File: src/rtl/fxp_div_arbiter_if.sv
// Bundle for the shared divider: per-requester request lanes plus one tagged
// response channel. Master drives requests and rsp_ready; slave is the arbiter.
interface fxp_div_arbiter_if #(
  parameter int NREQ   = 4,
  parameter int ID_W   = 2,
  parameter int DATA_W = 16
);
  logic [NREQ-1:0]        req_valid;
  logic [NREQ-1:0]        req_ready;
  logic [NREQ*DATA_W-1:0] req_a;
  logic [NREQ*DATA_W-1:0] req_b;
  logic                   rsp_valid;
  logic                   rsp_ready;
  logic [ID_W-1:0]        rsp_id;
  logic [DATA_W-1:0]      rsp_out;
  logic                   rsp_overflow;

  modport master (
    output req_valid, req_a, req_b, rsp_ready,
    input  req_ready, rsp_valid, rsp_id, rsp_out, rsp_overflow
  );

  modport slave (
    input  req_valid, req_a, req_b, rsp_ready,
    output req_ready, rsp_valid, rsp_id, rsp_out, rsp_overflow
  );
endinterface

File: src/rtl/fxp_div_arbiter.sv
// Round-robin shared iterative signed fixed-point divider:
// quotient = (a <<< FRAC_W) / b, truncated toward zero, with overflow flag.
module fxp_div_arbiter #(
  parameter int NREQ   = 4,
  parameter int ID_W   = 2,
  parameter int DATA_W = 16,
  parameter int FRAC_W = 7
) (
  input  logic                clk,
  input  logic                rst_n,
  fxp_div_arbiter_if.slave    bus,
  output logic                busy,
  output logic [1:0]          dbg_state
);

  // Handshakes: a request transfers on an edge where req_valid[i] & req_ready[i];
  // a response transfers on an edge where rsp_valid & rsp_ready. Once raised,
  // rsp_valid and its payload stay constant until that transfer edge.

  localparam int NIT = DATA_W + FRAC_W;
  localparam int CW  = $clog2(NIT);
  localparam int RW  = DATA_W + 1;

  typedef enum logic [1:0] {
    IDLE = 2'd0,
    DIV  = 2'd1,
    FIX  = 2'd2,
    RESP = 2'd3
  } state_t;

  state_t state, state_nxt;

  logic [ID_W-1:0]   ptr;
  logic [ID_W-1:0]   id_q;
  logic              sign_neg;
  logic [NIT-1:0]    dvd;
  logic [NIT-1:0]    quo;
  logic [DATA_W-1:0] dvs;
  logic [RW-1:0]     rem;
  logic [CW-1:0]     cnt;

  // Round-robin search starting at ptr
  logic            found;
  logic [ID_W-1:0] win;
  logic [ID_W:0]   idx;

  always_comb begin
    found = 1'b0;
    win   = '0;
    idx   = '0;
    for (int k = 0; k < NREQ; k++) begin
      idx = {1'b0, ptr} + (ID_W+1)'(k);
      if (idx >= (ID_W+1)'(NREQ)) idx = idx - (ID_W+1)'(NREQ);
      if (!found && bus.req_valid[idx[ID_W-1:0]]) begin
        found = 1'b1;
        win   = idx[ID_W-1:0];
      end
    end
  end

  logic [ID_W:0]   win_inc;
  logic [ID_W-1:0] ptr_nxt;
  logic            accept;

  assign win_inc = {1'b0, win} + 1'b1;
  assign ptr_nxt = (win_inc >= (ID_W+1)'(NREQ)) ? '0 : win_inc[ID_W-1:0];
  assign accept  = (state == IDLE) && found;

  always_comb begin
    bus.req_ready = '0;
    if (accept && rst_n) bus.req_ready[win] = 1'b1;
  end

  // Winner operands and their magnitudes; -2^(N-1) negates to itself, which
  // reads correctly as an unsigned magnitude.
  logic signed [DATA_W-1:0] sel_a, sel_b;
  logic [NIT-1:0]           dvd_s, dvd_mag;
  logic [DATA_W-1:0]        dvs_mag;
  logic                     b_zero;

  assign sel_a   = bus.req_a[int'(win)*DATA_W +: DATA_W];
  assign sel_b   = bus.req_b[int'(win)*DATA_W +: DATA_W];
  assign dvd_s   = NIT'(sel_a) <<< FRAC_W;
  assign dvd_mag = sel_a[DATA_W-1] ? (~dvd_s + 1'b1) : dvd_s;
  assign dvs_mag = sel_b[DATA_W-1] ? (~sel_b + 1'b1) : sel_b;
  assign b_zero  = (sel_b == '0);

  // One restoring step: shift next dividend bit into the partial remainder.
  logic [RW:0] rem_sh, rem_sub, dvs_ext;
  logic        take;

  assign rem_sh  = {rem, dvd[NIT-1]};
  assign dvs_ext = (RW+1)'(dvs);
  assign take    = (rem_sh >= dvs_ext);
  assign rem_sub = rem_sh - dvs_ext;

  logic [NIT-1:0] q_lim;
  logic           q_ovf;

  assign q_lim = sign_neg ? NIT'(2**(DATA_W-1)) : NIT'(2**(DATA_W-1) - 1);
  assign q_ovf = (quo > q_lim);

  always_ff @(posedge clk or negedge rst_n) begin
    if (!rst_n) state <= IDLE;
    else        state <= state_nxt;
  end

  always_comb begin
    state_nxt = state;
    case (state)
      IDLE:    if (accept) state_nxt = b_zero ? RESP : DIV;
      DIV:     if (cnt == '0) state_nxt = FIX;
      FIX:     state_nxt = RESP;
      RESP:    if (bus.rsp_valid && bus.rsp_ready) state_nxt = IDLE;
      default: state_nxt = IDLE;
    endcase
  end

  always_ff @(posedge clk or negedge rst_n) begin
    if (!rst_n) begin
      ptr              <= '0;
      id_q             <= '0;
      sign_neg         <= 1'b0;
      dvd              <= '0;
      quo              <= '0;
      dvs              <= '0;
      rem              <= '0;
      cnt              <= '0;
      bus.rsp_valid    <= 1'b0;
      bus.rsp_id       <= '0;
      bus.rsp_out      <= '0;
      bus.rsp_overflow <= 1'b0;
    end else begin
      case (state)
        IDLE: begin
          if (accept) begin
            ptr      <= ptr_nxt;
            id_q     <= win;
            sign_neg <= sel_a[DATA_W-1] ^ sel_b[DATA_W-1];
            dvd      <= dvd_mag;
            dvs      <= dvs_mag;
            quo      <= '0;
            rem      <= '0;
            cnt      <= CW'(NIT - 1);
            if (b_zero) begin
              bus.rsp_valid    <= 1'b1;
              bus.rsp_id       <= win;
              bus.rsp_out      <= '0;
              bus.rsp_overflow <= 1'b1;
            end
          end
        end
        DIV: begin
          rem <= RW'(take ? rem_sub : rem_sh);
          quo <= {quo[NIT-2:0], take};
          dvd <= {dvd[NIT-2:0], 1'b0};
          cnt <= cnt - 1'b1;
        end
        FIX: begin
          bus.rsp_valid    <= 1'b1;
          bus.rsp_id       <= id_q;
          bus.rsp_out      <= DATA_W'(sign_neg ? (~quo + 1'b1) : quo);
          bus.rsp_overflow <= q_ovf;
        end
        RESP: begin
          if (bus.rsp_ready) bus.rsp_valid <= 1'b0;
        end
        default: ;
      endcase
    end
  end

  assign busy      = (state != IDLE);
  assign dbg_state = state;

endmodule
File: src/flat_wrapper.sv
// flat-port wrapper written by rule: the top's interface ports become plain ports
module fxp_div_arbiter_flat 
#(
  parameter int NREQ   = 4,
  parameter int ID_W   = 2,
  parameter int DATA_W = 16,
  parameter int FRAC_W = 7
)
  (clk, rst_n, busy, dbg_state, bus_req_valid, bus_req_a, bus_req_b, bus_rsp_ready, bus_req_ready, bus_rsp_valid, bus_rsp_id, bus_rsp_out, bus_rsp_overflow);
  fxp_div_arbiter_if #(.NREQ(NREQ), .ID_W(ID_W), .DATA_W(DATA_W)) bus_i ();
  input  logic clk;
  input  logic rst_n;
  output logic busy;
  output logic [1:0] dbg_state;
  input wire logic [$bits(bus_i.req_valid)-1:0] bus_req_valid;
  input wire logic [$bits(bus_i.req_a)-1:0] bus_req_a;
  input wire logic [$bits(bus_i.req_b)-1:0] bus_req_b;
  input wire logic [$bits(bus_i.rsp_ready)-1:0] bus_rsp_ready;
  output wire logic [$bits(bus_i.req_ready)-1:0] bus_req_ready;
  output wire logic [$bits(bus_i.rsp_valid)-1:0] bus_rsp_valid;
  output wire logic [$bits(bus_i.rsp_id)-1:0] bus_rsp_id;
  output wire logic [$bits(bus_i.rsp_out)-1:0] bus_rsp_out;
  output wire logic [$bits(bus_i.rsp_overflow)-1:0] bus_rsp_overflow;
  assign bus_i.req_valid = bus_req_valid;
  assign bus_i.req_a = bus_req_a;
  assign bus_i.req_b = bus_req_b;
  assign bus_i.rsp_ready = bus_rsp_ready;
  assign bus_req_ready = bus_i.req_ready;
  assign bus_rsp_valid = bus_i.rsp_valid;
  assign bus_rsp_id = bus_i.rsp_id;
  assign bus_rsp_out = bus_i.rsp_out;
  assign bus_rsp_overflow = bus_i.rsp_overflow;
  fxp_div_arbiter #(.NREQ(NREQ), .ID_W(ID_W), .DATA_W(DATA_W), .FRAC_W(FRAC_W)) u_core (.clk(clk), .rst_n(rst_n), .bus(bus_i), .busy(busy), .dbg_state(dbg_state));
endmodule
File: config.mk
export PLATFORM = sky130hd
export DESIGN_NAME = fxp_div_arbiter_flat
export DESIGN_NICKNAME = d
export VERILOG_FILES = /design/src/rtl/fxp_div_arbiter_if.sv /design/src/rtl/fxp_div_arbiter.sv /design/src/flat_wrapper.sv
export SDC_FILE = /design/constraint.sdc
export NUM_CORES = 1
export LEC_CHECK = 0
export ABC_AREA = 1
export CORE_UTILIZATION = 45
export DETAILED_ROUTE_END_ITERATION = 8
export GPL_ROUTABILITY_DRIVEN = 1
export PLACE_DENSITY = 0.71
export SYNTH_ARGS = -nofsm -noshare
export SYNTH_HDL_FRONTEND = slang
export SYNTH_SLANG_ARGS = --single-unit
File: constraint.sdc
create_clock -name clk -period 9.4 [get_ports clk]
set_clock_uncertainty 0.2 [all_clocks]
set_input_delay 1.88 -clock clk [delete_from_list [all_inputs] [get_ports clk]]
set_output_delay 1.88 -clock clk [all_outputs]
set_load 0.1 [all_outputs]
## Word level (Yosys, flattened, before mapping)

Cells that the tools add are included.

| cells by class | value |
|---|---|
| $lt $le $gt $ge | 13 |
| multiplexer cells | 53 |
| reduce and logical (&&, ||, !) cells | 22 |
| bitwise operators | 4 |
| $add $sub $neg | 13 |
| equality and inequality tests | 8 |
| shifts and indexed selects | 2 |

Operator list:

| cell | number |
|---|---|
| indexed part select 64 x 7 -> 16 bit | 2 |
| one-hot mux 23 bit (2 select lines) | 2 |
| 2-to-1 mux 16 bit | 5 |
| 2-to-1 mux 23 bit | 3 |
| 2-to-1 mux 17 bit | 2 |
| one-hot mux 17 bit (2 select lines) | 1 |
| adder 16 x 1 -> 16 bit (second input constant) | 2 |
| NOT 16 bit | 2 |
| one-hot mux 16 bit (2 select lines) | 1 |
| 2-to-1 mux 2 bit | 15 |
| adder 23 x 1 -> 23 bit (second input constant) | 1 |
| > comparator 23 x 16 -> 1 bit | 1 |
| NOT 23 bit | 1 |
| >= comparator 18 x 16 -> 1 bit | 1 |
| subtractor 17 x 16 -> 17 bit | 1 |
| logical NOT 16 bit | 1 |
| less-than comparator 2 x 3 -> 1 bit (second input constant) | 5 |
| >= comparator 3 bit (second input constant) | 4 |
| 2-to-1 mux 1 bit | 12 |
| one-hot mux 5 bit (2 select lines) | 1 |
| binary-select mux 1 bit (select 2 bit) | 4 |
| != test 2 x 1 -> 1 bit (second input constant) | 4 |
| one-hot mux 2 bit (4 select lines) | 1 |
| subtractor 2 x 1 -> 2 bit (second input constant) | 4 |
| 24 further kinds | 39 |

| storage, ports and cells | value |
|---|---|
| output and inout bits | 27 |
| logic and storage cells | 128 |
| bits in registers | 111 |
| input bits | 135 |

## Longest topological paths before layout

| logic depth | value |
|---|---|
| depth after elaboration | 20 |
| depth in mapped cells | 25 |
| depth with buffers taken out | 23 |

## Least setup slack after synthesis

No wires, ideal clock.

| path | value |
|---|---|
| path type | in2out |
| start | input bus_req_valid[3] |
| end | output bus_req_ready[0] |
| data required time | 7.320 ns |
| cell stages on the path | 13 |
| arrival | 4.482 ns |
| slack | 2.838 ns |
| cell sequence | inv_1 > nand2_1 > nand3_1 > nand2_1 > nor2_4 > nand3_4 > nand3_4 > buf_4 > buf_6 > buf_2 > ha_1 > inv_1 > nor2_1 |

| on the way | value |
|---|---|
| longest elaborated chain between the ends | 17 |

Ends and longest elaborated chain:

| item | line | text |
|---|---|---|
| start, declared | flat_wrapper.sv:15 | `input wire logic [$bits(bus_i.req_valid)-1:0] bus_req_valid;` |
| binary-select mux 1 bit (select 2 bit) | fxp_div_arbiter.sv:54 | `if (!found && bus.req_valid[idx[ID_W-1:0]]) begin` |
| 2-to-1 mux 1 bit (implied by the code) | fxp_div_arbiter.sv:54 |  |
| 2-to-1 mux 1 bit | fxp_div_arbiter.sv:54 |  |
| logical NOT 1 bit | fxp_div_arbiter.sv:54 |  |
| logical AND 1 bit | fxp_div_arbiter.sv:54 |  |
| 2-to-1 mux 1 bit | fxp_div_arbiter.sv:54 |  |
| logical NOT 1 bit | fxp_div_arbiter.sv:54 |  |
| logical AND 1 bit | fxp_div_arbiter.sv:54 |  |
| 2-to-1 mux 1 bit | fxp_div_arbiter.sv:54 |  |
| logical NOT 1 bit | fxp_div_arbiter.sv:54 |  |
| logical AND 1 bit | fxp_div_arbiter.sv:54 |  |
| 2-to-1 mux 2 bit | fxp_div_arbiter.sv:54 |  |
| less-than comparator 2 x 3 -> 1 bit (implied by the code) / >= comparator 2 x 1 -> 1 bit (equally long branches) | fxp_div_arbiter.sv:71 | `if (accept && rst_n) bus.req_ready[win] = 1'b1;` |
| logical AND 1 bit (implied by the code) | fxp_div_arbiter.sv:71 |  |
| 2-to-1 mux 1 bit (implied by the code) | fxp_div_arbiter.sv:71 |  |
| demux 1 bit (select 2 bit) | - |  |
| 2-to-1 mux 4 bit (*) | fxp_div_arbiter.sv:71 |  |
| end, declared | flat_wrapper.sv:19 | `output wire logic [$bits(bus_i.req_ready)-1:0] bus_req_ready;` |

Every way passes the cells marked *; elsewhere a longest branch is shown, timed or not. The select of a mux whose other input is x is not followed.

## Worst setup path in the final report

Same ends and word-level chain as after synthesis.

==> impl_metrics.ini <==
[grt]
antenna_found_initial = 0
grt_max_degree = 94
grt_use_total_pct = 26.34
grt_pass1_wl_um = 40430
grt_pass1_vias = 8272
grt_overflow = 0

[floorplanning]
die_w_um = 138.5
coreArea_sq_mm = 0.01809
die-area_sq_mm = 0.01918
pin_count = 162
die_y_um = 138.5
row_count = 49
initial_core_util_pct = 46.35

[cts]
cts_tree = built
clock_sinks = 104
clockBufferDepth = 2
numCtsBuffers = 9
postCtsHoldBufs = 0
clockRootBuffer = clkbuf_16
path_clk_slew_ns = 0.08
htreeDepth = 3
insertion_delay_ns = 0.36
postCtsSetupBuffers = 0
cts_resized = 0

[routing]
ant_nets = 0
avgViaCountPerCell = 5.319
drc = 4
first_pass_iters = 6
drt_wl_total_um = 24440
drtIter0Drc = 514
post_drt_wl_per_cell_um = 15.09
vias = 8611

[synthesis]
synthesis.area_sq_mm = 0.008383
yosysTopAreaCell = dfrtp_1
synth.distinct_cells = 46
synth_nets = 1445
synth_warnings = 0
synth-seq-area-share_pct = 31.04
synth_edf_count = 0
dominantRegCellSynth = dfrtp_1
synth_seq_cells = 104
synthesis.area_per_instance_sq_um = 6.637
synth_cells = 1263
async_reset_ff_share_pct = 100.0
synth_top_area_share_pct = 31.04
synth_area_leaders = dfrtp_1, nand2_1, nand3_1

[cells_and_area]
final_cell_mix = nand2_1, clkdlybuf4s50_1, inv_1
drive_above_1_share_pct = 3.597
synthToLayoutAreaGrowth_pct = 22.90
nFillCells = 1772
final_util_pct = 56.96
n_antenna_cell = 0
final_common_cell = nand2_1
fin_nets = 1567

[place]
gp_congestion = 0.9788
io_buffer_count = 161
dp_hpwl_um = 18710

[timing]
grt_setup_unrepaired = no
slew_violations = 0
maxClockFrequency_mhz = 127.9
timing.hold.ws_ns = 0.2724
finalSetupTns_ns = 0
hold_viol = 0
worst_pin_slew_ns = 1.028
min_period_ns = 7.821
setup_viol = 0
period_share_pct = 83.20
relSlewSlack_pct = 31.22

[worst_hold_path]
hold_class = register to register

[worst_setup_path]
end_kind = output port
crit_fanout = 25
critPathKind = primary input to output port
worstPathRequired_ns = 7.32
critPathLaunchType = primary input
crit_arrival_ns = 5.74

[flow_run]
max_cap_viol_count = 0

[run_status]
violations = design-rule violations
status = finished with violations
[cell usage after synthesis, types with 2 or more instances]
library cell and number:
nand2_1 424, inv_1 125, nand3_1 119, dfrtp_1 104, nor2_1 79, o21ai_0 63, a21oi_1 50, ha_1 46
nand4_1 35, o22ai_1 27, clkbuf_1 26, nor3_1 20, o21ai_1 17, xor2_1 14, o211ai_1 12, buf_6 11
xnor2_1 11, buf_2 9, nor2_2 6, o21bai_1 6, buf_1 5, buf_4 5, clkinv_1 4, inv_2 4
nand2_2 4, o221ai_1 4, nand2_4 3, nand3_2 3, nor4_1 3, a21o_1 2, a22oi_1 2, a31oi_1 2
nand3_4 2, nand3b_1 2, o31ai_1 2, o41ai_1 2
[through the flow]
stage | area (sq um) | cells | setup WS [ns]
after CTS | 10300 | 1619 | 1.613
after detailed placement | 9997 | 1603 | 1.628
final | 10300 | 1619 | 1.579
after global placement | 9997 | 1603 | 1.683
after global routing | 10300 | 1619 | 1.200
after floorplan | 8383 | 1263 | 2.838
[worst paths after layout]
path	depth (start not counted)	to	slack, ns	from
max reg2reg	20	u_core.bus.rsp_out[5]	5.07	u_core.ptr[0]
max	12	bus_req_ready[0]	1.58	bus_req_valid[3]
max in group asynchronous	3	u_core.dvd[10]	6.30	rst_n
min	2	u_core.bus.rsp_out[14]	0.27	u_core.bus.rsp_out[14]
min in group asynchronous	1	u_core.bus.rsp_out[12]	1.15	rst_n
min reg2reg	2	u_core.bus.rsp_out[14]	0.27	u_core.bus.rsp_out[14]
[critical path: stages]
cell and delay [ns]:
clkdlybuf4s50_1 0.48, inv_1 0.06, nand2_1 0.07, nand3_1 0.10, nand2_1 0.09, inv_1 0.10, nand3_4 0.27, nand2_1 0.47
inv_1 0.65, nand2_1 0.26, nor2_1 0.15, clkdlybuf4s50_1 1.15
[flip-flops by register name, summed over array words and instances (netlist names), 5 cells and up]
name                cells
u_core.bus.rsp_out     16
u_core.cnt              5
u_core.dvd             16
u_core.dvs             16
u_core.quo             23
u_core.rem             17
[layout make-up]
class,count,area (sq um),share of cell area (%)
multi-input combinational,967,4933,47.89
tap,229,286.5,2.781
inverter,135,513.0,4.979
sequential,104,2603,25.26
clock buffer,10,229.0,2.222
timing repair buffer,168,1662,16.13
clock inverter,6,76.32,0.7408
[per-layer routing]
metal  vias up  wire length (um)  global-route usage [%]
li1       4389                 -                       -
met1      3930             10280                   31.58
met2       256             12360                   47.42
met3        36              1161                   3.810
met4         0               637                   10.23
met5         -                 0                       0
[logic make-up after synthesis]
group	share of synthesized area (%)
AO/OA/AOI/OAI	13.19
flip-flops	31.04
adder cells (fa/ha/maj)	7.104
XOR/XNOR	2.612
AND/OR/NAND/NOR	35.90
buffers and inverters	10.15
Power is not shown: default switching activity piles up to over one toggle a cycle in this logic, so the estimate is an artifact.
==> RTL change 1 (config.mk and constraints unchanged) <==
`DATA_W` is set to 16 in 3 places; all go to 17.
--- a/src/rtl/fxp_div_arbiter_if.sv
+++ b/src/rtl/fxp_div_arbiter_if.sv
@@ -5,3 +5,3 @@
   parameter int ID_W   = 2,
-  parameter int DATA_W = 16
+  parameter int DATA_W = 17
 );
--- a/src/rtl/fxp_div_arbiter.sv
+++ b/src/rtl/fxp_div_arbiter.sv
@@ -5,3 +5,3 @@
   parameter int ID_W   = 2,
-  parameter int DATA_W = 16,
+  parameter int DATA_W = 17,
   parameter int FRAC_W = 7
--- a/src/flat_wrapper.sv
+++ b/src/flat_wrapper.sv
@@ -5,3 +5,3 @@
   parameter int ID_W   = 2,
-  parameter int DATA_W = 16,
+  parameter int DATA_W = 17,
   parameter int FRAC_W = 7
Interface: changed (resized bus_req_a, bus_req_b and bus_rsp_out); port bits go from 162 to 171. The function was not compared with the original's and may differ.
==> RTL change 1 against the original RTL <==
  * Setup slack improved by 0.35 ns
  * Count of clock-buffer cells in the layout down 1
  * Critical path depth stayed put
  * Core utilization shrank 0.64 points
  * Sequential share of layout area down 0.62 points
  * Sequential cell count is 5 higher
  * Routed wire length barely moved
  * Register-to-register slack worse by 0.42 ns
  * Cell area up 7.4%
  * Synthesized area increased by 8.4%
  * Critical endpoint is now bus_req_ready[2]
Power is left out: it rests on default switching activity, and per cell area and clock period it moved more than threefold.
==> RTL change 1: results (changes against the original RTL) <==
| Metric | Value |
|---|---|
| Worst hold path type | flip-flop to flip-flop |
| Initial antenna violation count | 0 (unchanged) |
| Netlist cell types | 50 (+8.7%) |
| Cells on worst reg2reg path | 19 (-5.0%) |
| Worst-path maximum fanout | 46 (+84%) |
| Reg2reg end | u_core.bus.rsp_id[0] |
| Port bufs | 170 (+5.6%) |
| Clk slew on worst S/H paths | 0.08 ns (about the same) |
| Largest net degree at the start of global routing | 78 (-17%) |
| TritonCTS Buffers | 9 (unchanged) |
| Final wirelength | 24500 um (about the same) |
| Clock latency on the worst-skew pair | 0.35 ns |
| PostCTS Resize Cnt | 0 (unchanged) |
| Layout cell share with drive strength beyond 1 | 4.22% (+0.62 points) |
| Hold path start | u_core.bus.rsp_out[5] |
| Reg-to-Reg Start | u_core.ptr[0] |
| Layout fillers | 1968 (+11%) |
| Top_reg_cell synth | dfrtp_1 |
| Seq/Total Area, Yosys | 30.0% (-1.0 points) |
| Syn Nets | 1563 (+8.2%) |
| GPL Wtd Cong | 0.947 (-3.3%) |
| Critical Path AT | 5.39 ns (-0.35 ns) |
| Root Driver | clkbuf_16 |
| Slew of the pin with the lowest slew margin | 1.22 ns (+0.193 ns) |
| Nets | 1681 (+7.3%) |
| Total track usage | 24.5% (-1.8 points) |
| Crit path launch | bus_req_valid[1] |
| Number of diodes | 0 (unchanged) |
| Drt first pass iters | 5 (-1) |
| Leading post-synthesis cells by cell area | dfrtp_1 30%, nand2_1 17%, inv_1 7.2% |
| Reg-to-reg slack, setup | 4.65 ns (-0.42 ns) |
| Post-DR vias/cell | 5.22 (-1.8%) |
| DRT iter0 DRCs | 649 (+26%) |
| Setup bufs post-CTS | 0 (unchanged) |
| CTS H-tree lvls | 3 (unchanged) |
| Hpwl dp | 18600 um (-0.54%) |
| Largest regs | u_core.quo (24), u_core.rem (18) |
| Clk buf depth | 2 (unchanged) |
| CP endpoint | bus_req_ready[2] |
| First-pass GRT wire length | 40700 um (+0.68%) |
| Async SR Flop Fraction | 100% (unchanged) |
| Vias in the first global route | 8573 (+3.6%) |
| Synth cell count leaders | 413 x nand2_1, 174 x inv_1, 112 x nand3_1 |
| Synth warn | 0 (unchanged) |
| Run status | completed |
RTL change 1: cell types whose count changed in the layout (fill, tap and decap cells not counted), moves of 6 or more:
cell / change
inv_1: +49
a21oi_1: +6
o21ai_0: +8
clkdlybuf4s50_1: +8
nor3_1: -9
nand2_2: +7
nor2_1: +13
nand4_1: +39
nand3_1: -7
nand2_1: -11
RTL change 1: worst min path at each step:
stage,to,slack [ns],cells after the start
finish,u_core.bus.rsp_out[5],0.27,2
global route,u_core.bus.rsp_out[10],0.29,2
CTS,u_core.bus.rsp_out[9],0.28,2
detailed placement,u_core.bus.rsp_out[9],0.26,2
global placement,u_core.bus.rsp_out[11],0.25,2
floorplan,u_core.dvd[14],0.24,2
RTL change 1: kinds of logic (layout without fill, tap and decap cells):
group           Yosys count  count (layout)  synth area share (%)
simple gates            740             740                  36.4
buf+inv                 252             375                  12.1
compound gates          197             197                  12.3
flops                   109             109                  30.0
fa+ha+maj                49              49                  6.83
xor+xnor                 24              24                  2.31
RTL change 1: worst max-delay path: stages:
cell and delay [ns]:
clkdlybuf4s50_1 0.42, inv_1 0.08, nand2_1 0.07, nand3_1 0.15, nand2_2 0.12, nor2_8 0.17
nand3_4 0.44, nand2_1 0.69, clkinv_1 0.18, nand2_1 0.16, nor2_1 0.06, clkdlybuf4s50_1 0.96
RTL change 1: cell type report:
type                       instances  area [um^2]  share of cell area, %
multi-input combinational       1010         5250                   47.5
clock inverter                     7          100                  0.904
sequential                       109         2730                   24.6
clock buffer                       9          225                   2.03
inverter                         184          698                   6.31
timing repair buffer             175         1730                   15.7
tap                              265          332                   3.00
RTL change 1: routing by layer:
layer	global-route usage, %	routed length (um)
met1	33.1	11300
met4	7.00	478
met3	4.14	1510
met5	0	0
met2	40.2	11100
RTL change 1: metrics by stage:
stage | instances | utilization [%] | cell area [um^2] | setup slack (ns)
2_1_floorplan | 1371 | - | 9080 | 2.81
3_3_place_gp | 1743 | 54.7 | 10700 | 2.05
3_5_place_dp | 1743 | 54.7 | 10700 | 1.95
4_1_cts | 1759 | 56.3 | 11100 | 1.95
5_1_grt | 1759 | 56.3 | 11100 | 1.65
6_report | 1759 | 56.3 | 11100 | 1.93
==> RTL change 2 (same settings) <==
Without the edit above. Register the output `dbg_state` once more, cleared by the reset; this adds one clock of latency there. The other outputs are not delayed to match.
--- a/src/rtl/fxp_div_arbiter.sv
+++ b/src/rtl/fxp_div_arbiter.sv
@@ -173,3 +173,9 @@
   assign busy      = (state != IDLE);
-  assign dbg_state = state;
+  always_ff @(posedge clk or negedge rst_n) begin
+    if (!rst_n) begin
+      dbg_state <= '0;
+    end else begin
+      dbg_state <= state;
+    end
+  end
 
Behaviour: not the same (Yosys sat finds a counterexample within 4 cycles, from zero or initial values and one cycle with rst_n low).
==> RTL change 2 against the original RTL <==
  * Largest cell class unchanged
  * Register-to-register slack got worse by 0.61 ns
  * Non-clock buffer count rose by 3
  * Synthesized area rose by 1.5%
  * Critical path depth did not move
  * Routed wire length fell by 0.27%
  * Setup slack improved by 0.25 ns
  * Cell area rose by 1.5%
  * Sequential cell count rose by 2
Power is left out: it rests on default switching activity, and per cell area and clock period it moved more than threefold.
==> RTL change 2: results (changes against the original RTL) <==
| Metric | Value |
|---|---|
| Slew of the pin with the lowest slew margin | 1.01 ns (-0.0169 ns) |
| Initial antenna violation count | 1 (+1) |
| Port bufs | 161 (unchanged) |
| Placed cells | 1638 (+2.2%) |
| Largest regs | u_core.quo (23), u_core.rem (17) |
| Clk buf depth | 2 (unchanged) |
| PostCTS Resize Cnt | 0 (unchanged) |
| Layout cell share with drive strength beyond 1 | 3.65% (+0.052 points) |
| Post-DR vias/cell | 5.34 (+0.49%) |
| Synth cell count leaders | 427 x nand2_1, 131 x inv_1, 126 x nand3_1 |
| Largest net degree at the start of global routing | 57 (-39%) |
| Async SR Flop Fraction | 100% (unchanged) |
| Vias in the first global route | 8273 (+0.012%) |
| Placement Setup Slack | 1.88 ns (+0.253 ns) |
| Syn Nets | 1481 (+2.5%) |
| Clk slew on worst S/H paths | 0.08 ns (about the same) |
| Layout Cells excl Fill | 1654 (+2.2%) |
| Hpwl dp | 18200 um (-2.7%) |
| Crit path max-delay family | simple AND/OR/NAND/NOR gates |
| Syn Inst Count | 1299 (+2.9%) |
| DRT iter0 DRCs | 587 (+14%) |
| Drt first pass iters | 8 (+2) |
| Synth warn | 0 (unchanged) |
| Worst hold path type | flip-flop to flip-flop |
| Top_reg_cell synth | dfrtp_1 |
| Slowest cell delay on critical path | 0.96 ns (-0.19 ns) |
| Number of diodes | 0 (unchanged) |
| Leading post-synthesis cells by cell area | dfrtp_1 31%, nand2_1 19%, nand3_1 7.4% |
| CTS H-tree lvls | 3 (unchanged) |
| Critical Path AT | 5.49 ns (-0.25 ns) |
| Seq/Total Area, Yosys | 31.2% (+0.13 points) |
| TritonCTS Buffers | 9 (unchanged) |
| Setup bufs post-CTS | 0 (unchanged) |
| Slowest-stage cell, CP | clkdlybuf4s50_1 |
| First-pass GRT wire length | 40000 um (-1.1%) |
| Max Fclk | 132 MHz (+3.3%) |
| Total track usage | 25.5% (-0.84 points) |
| Run status | completed |
| Root Driver | clkbuf_16 |
| Worst-path maximum fanout | 30 (+20%) |
| Clock latency on the worst-skew pair | 0.36 ns (about the same) |
| Final wirelength | 24400 um (-0.27%) |
| Netlist cell types | 42 (-8.7%) |
| GPL Wtd Cong | 0.927 (-5.3%) |
RTL change 2: cell count changes after synthesis, moves of 7 or more:
cell     delta
nand3_1     +7
o21ai_0    +14
buf_2      +13
buf_6       -8
RTL change 2: layout make-up:
| class | instances | area (um^2) |
|---|---|---|
| Fill cell | 1792 | 7810 |
| Multi-Input combinational cell | 991 | 5020 |
| Sequential cell | 106 | 2650 |
| Timing Repair Buffer | 171 | 1680 |
| Inverter | 141 | 532 |
| Tap cell | 229 | 287 |
| Clock buffer | 9 | 225 |
| Clock inverter | 7 | 65.1 |
RTL change 2: worst register-to-register path: stages, from the launching register on:
cell and delay [ns]:
dfrtp_1 0.57, inv_4 0.12, nand2_1 0.10, nand2_2 0.09
nand2_1 0.10, inv_2 0.04, nor2_1 0.15, nand3_2 0.50
nand3_4 0.29, buf_4 0.45, inv_2 0.40, nand2_1 0.14
nand2_1 0.05, nand2_1 0.05, nand2_1 0.42, nor2_1 0.23
nand2_1 0.09, nor2_2 0.16, nand3_2 0.13, nand2_4 0.21
nand2_4 0.18, nand2_1 0.10, nand2_1 0.05
RTL change 2: final timing paths:
kind | start | to | slack, ns | cells past startpoint
max | bus_req_valid[1] | bus_req_ready[0] | 1.83 | 12
min | u_core.state[1] | u_core.dbg_state[1] | 0.26 | 0
max reg2reg | u_core.ptr[0] | u_core.bus.rsp_out[0] | 4.46 | 22
min reg2reg | u_core.state[1] | u_core.dbg_state[1] | 0.26 | 0
max in group asynchronous | rst_n | u_core.dvs[15] | 6.43 | 2
min in group asynchronous | rst_n | u_core.bus.rsp_out[10] | 1.33 | 1
RTL change 2: kinds of logic (layout without fill, tap and decap cells):
kind of cell    after synthesis  in the layout  synth area share, %
fa+ha+maj                    47             47                 7.00
compound gates              204            204                 13.5
flops                       106            106                 31.2
simple gates                715            715                 35.8
buf+inv                     202            328                 9.97
xor+xnor                     25             25                 2.57
RTL change 2: per-layer routing:
| metal | vias up | GRT usage [%] | share of wire, % |
|---|---|---|---|
| met5 | - | 0 | 0.053 |
| met4 | 2 | 7.13 | 1.9 |
| met3 | 32 | 4.51 | 5.1 |
| met2 | 275 | 44.4 | 48 |
| met1 | 4008 | 32.3 | 45 |
| li1 | 4523 | - | - |
RTL change 2: metrics by stage:
| step | utilization, % | instance area, um^2 |
|---|---|---|
| global placement | 55.6 | 10200 |
| CTS | 57.2 | 10500 |
| detailed placement | 55.6 | 10200 |
| global route | 57.2 | 10500 |
| floorplan | - | 8510 |
| finish | 57.2 | 10500 |
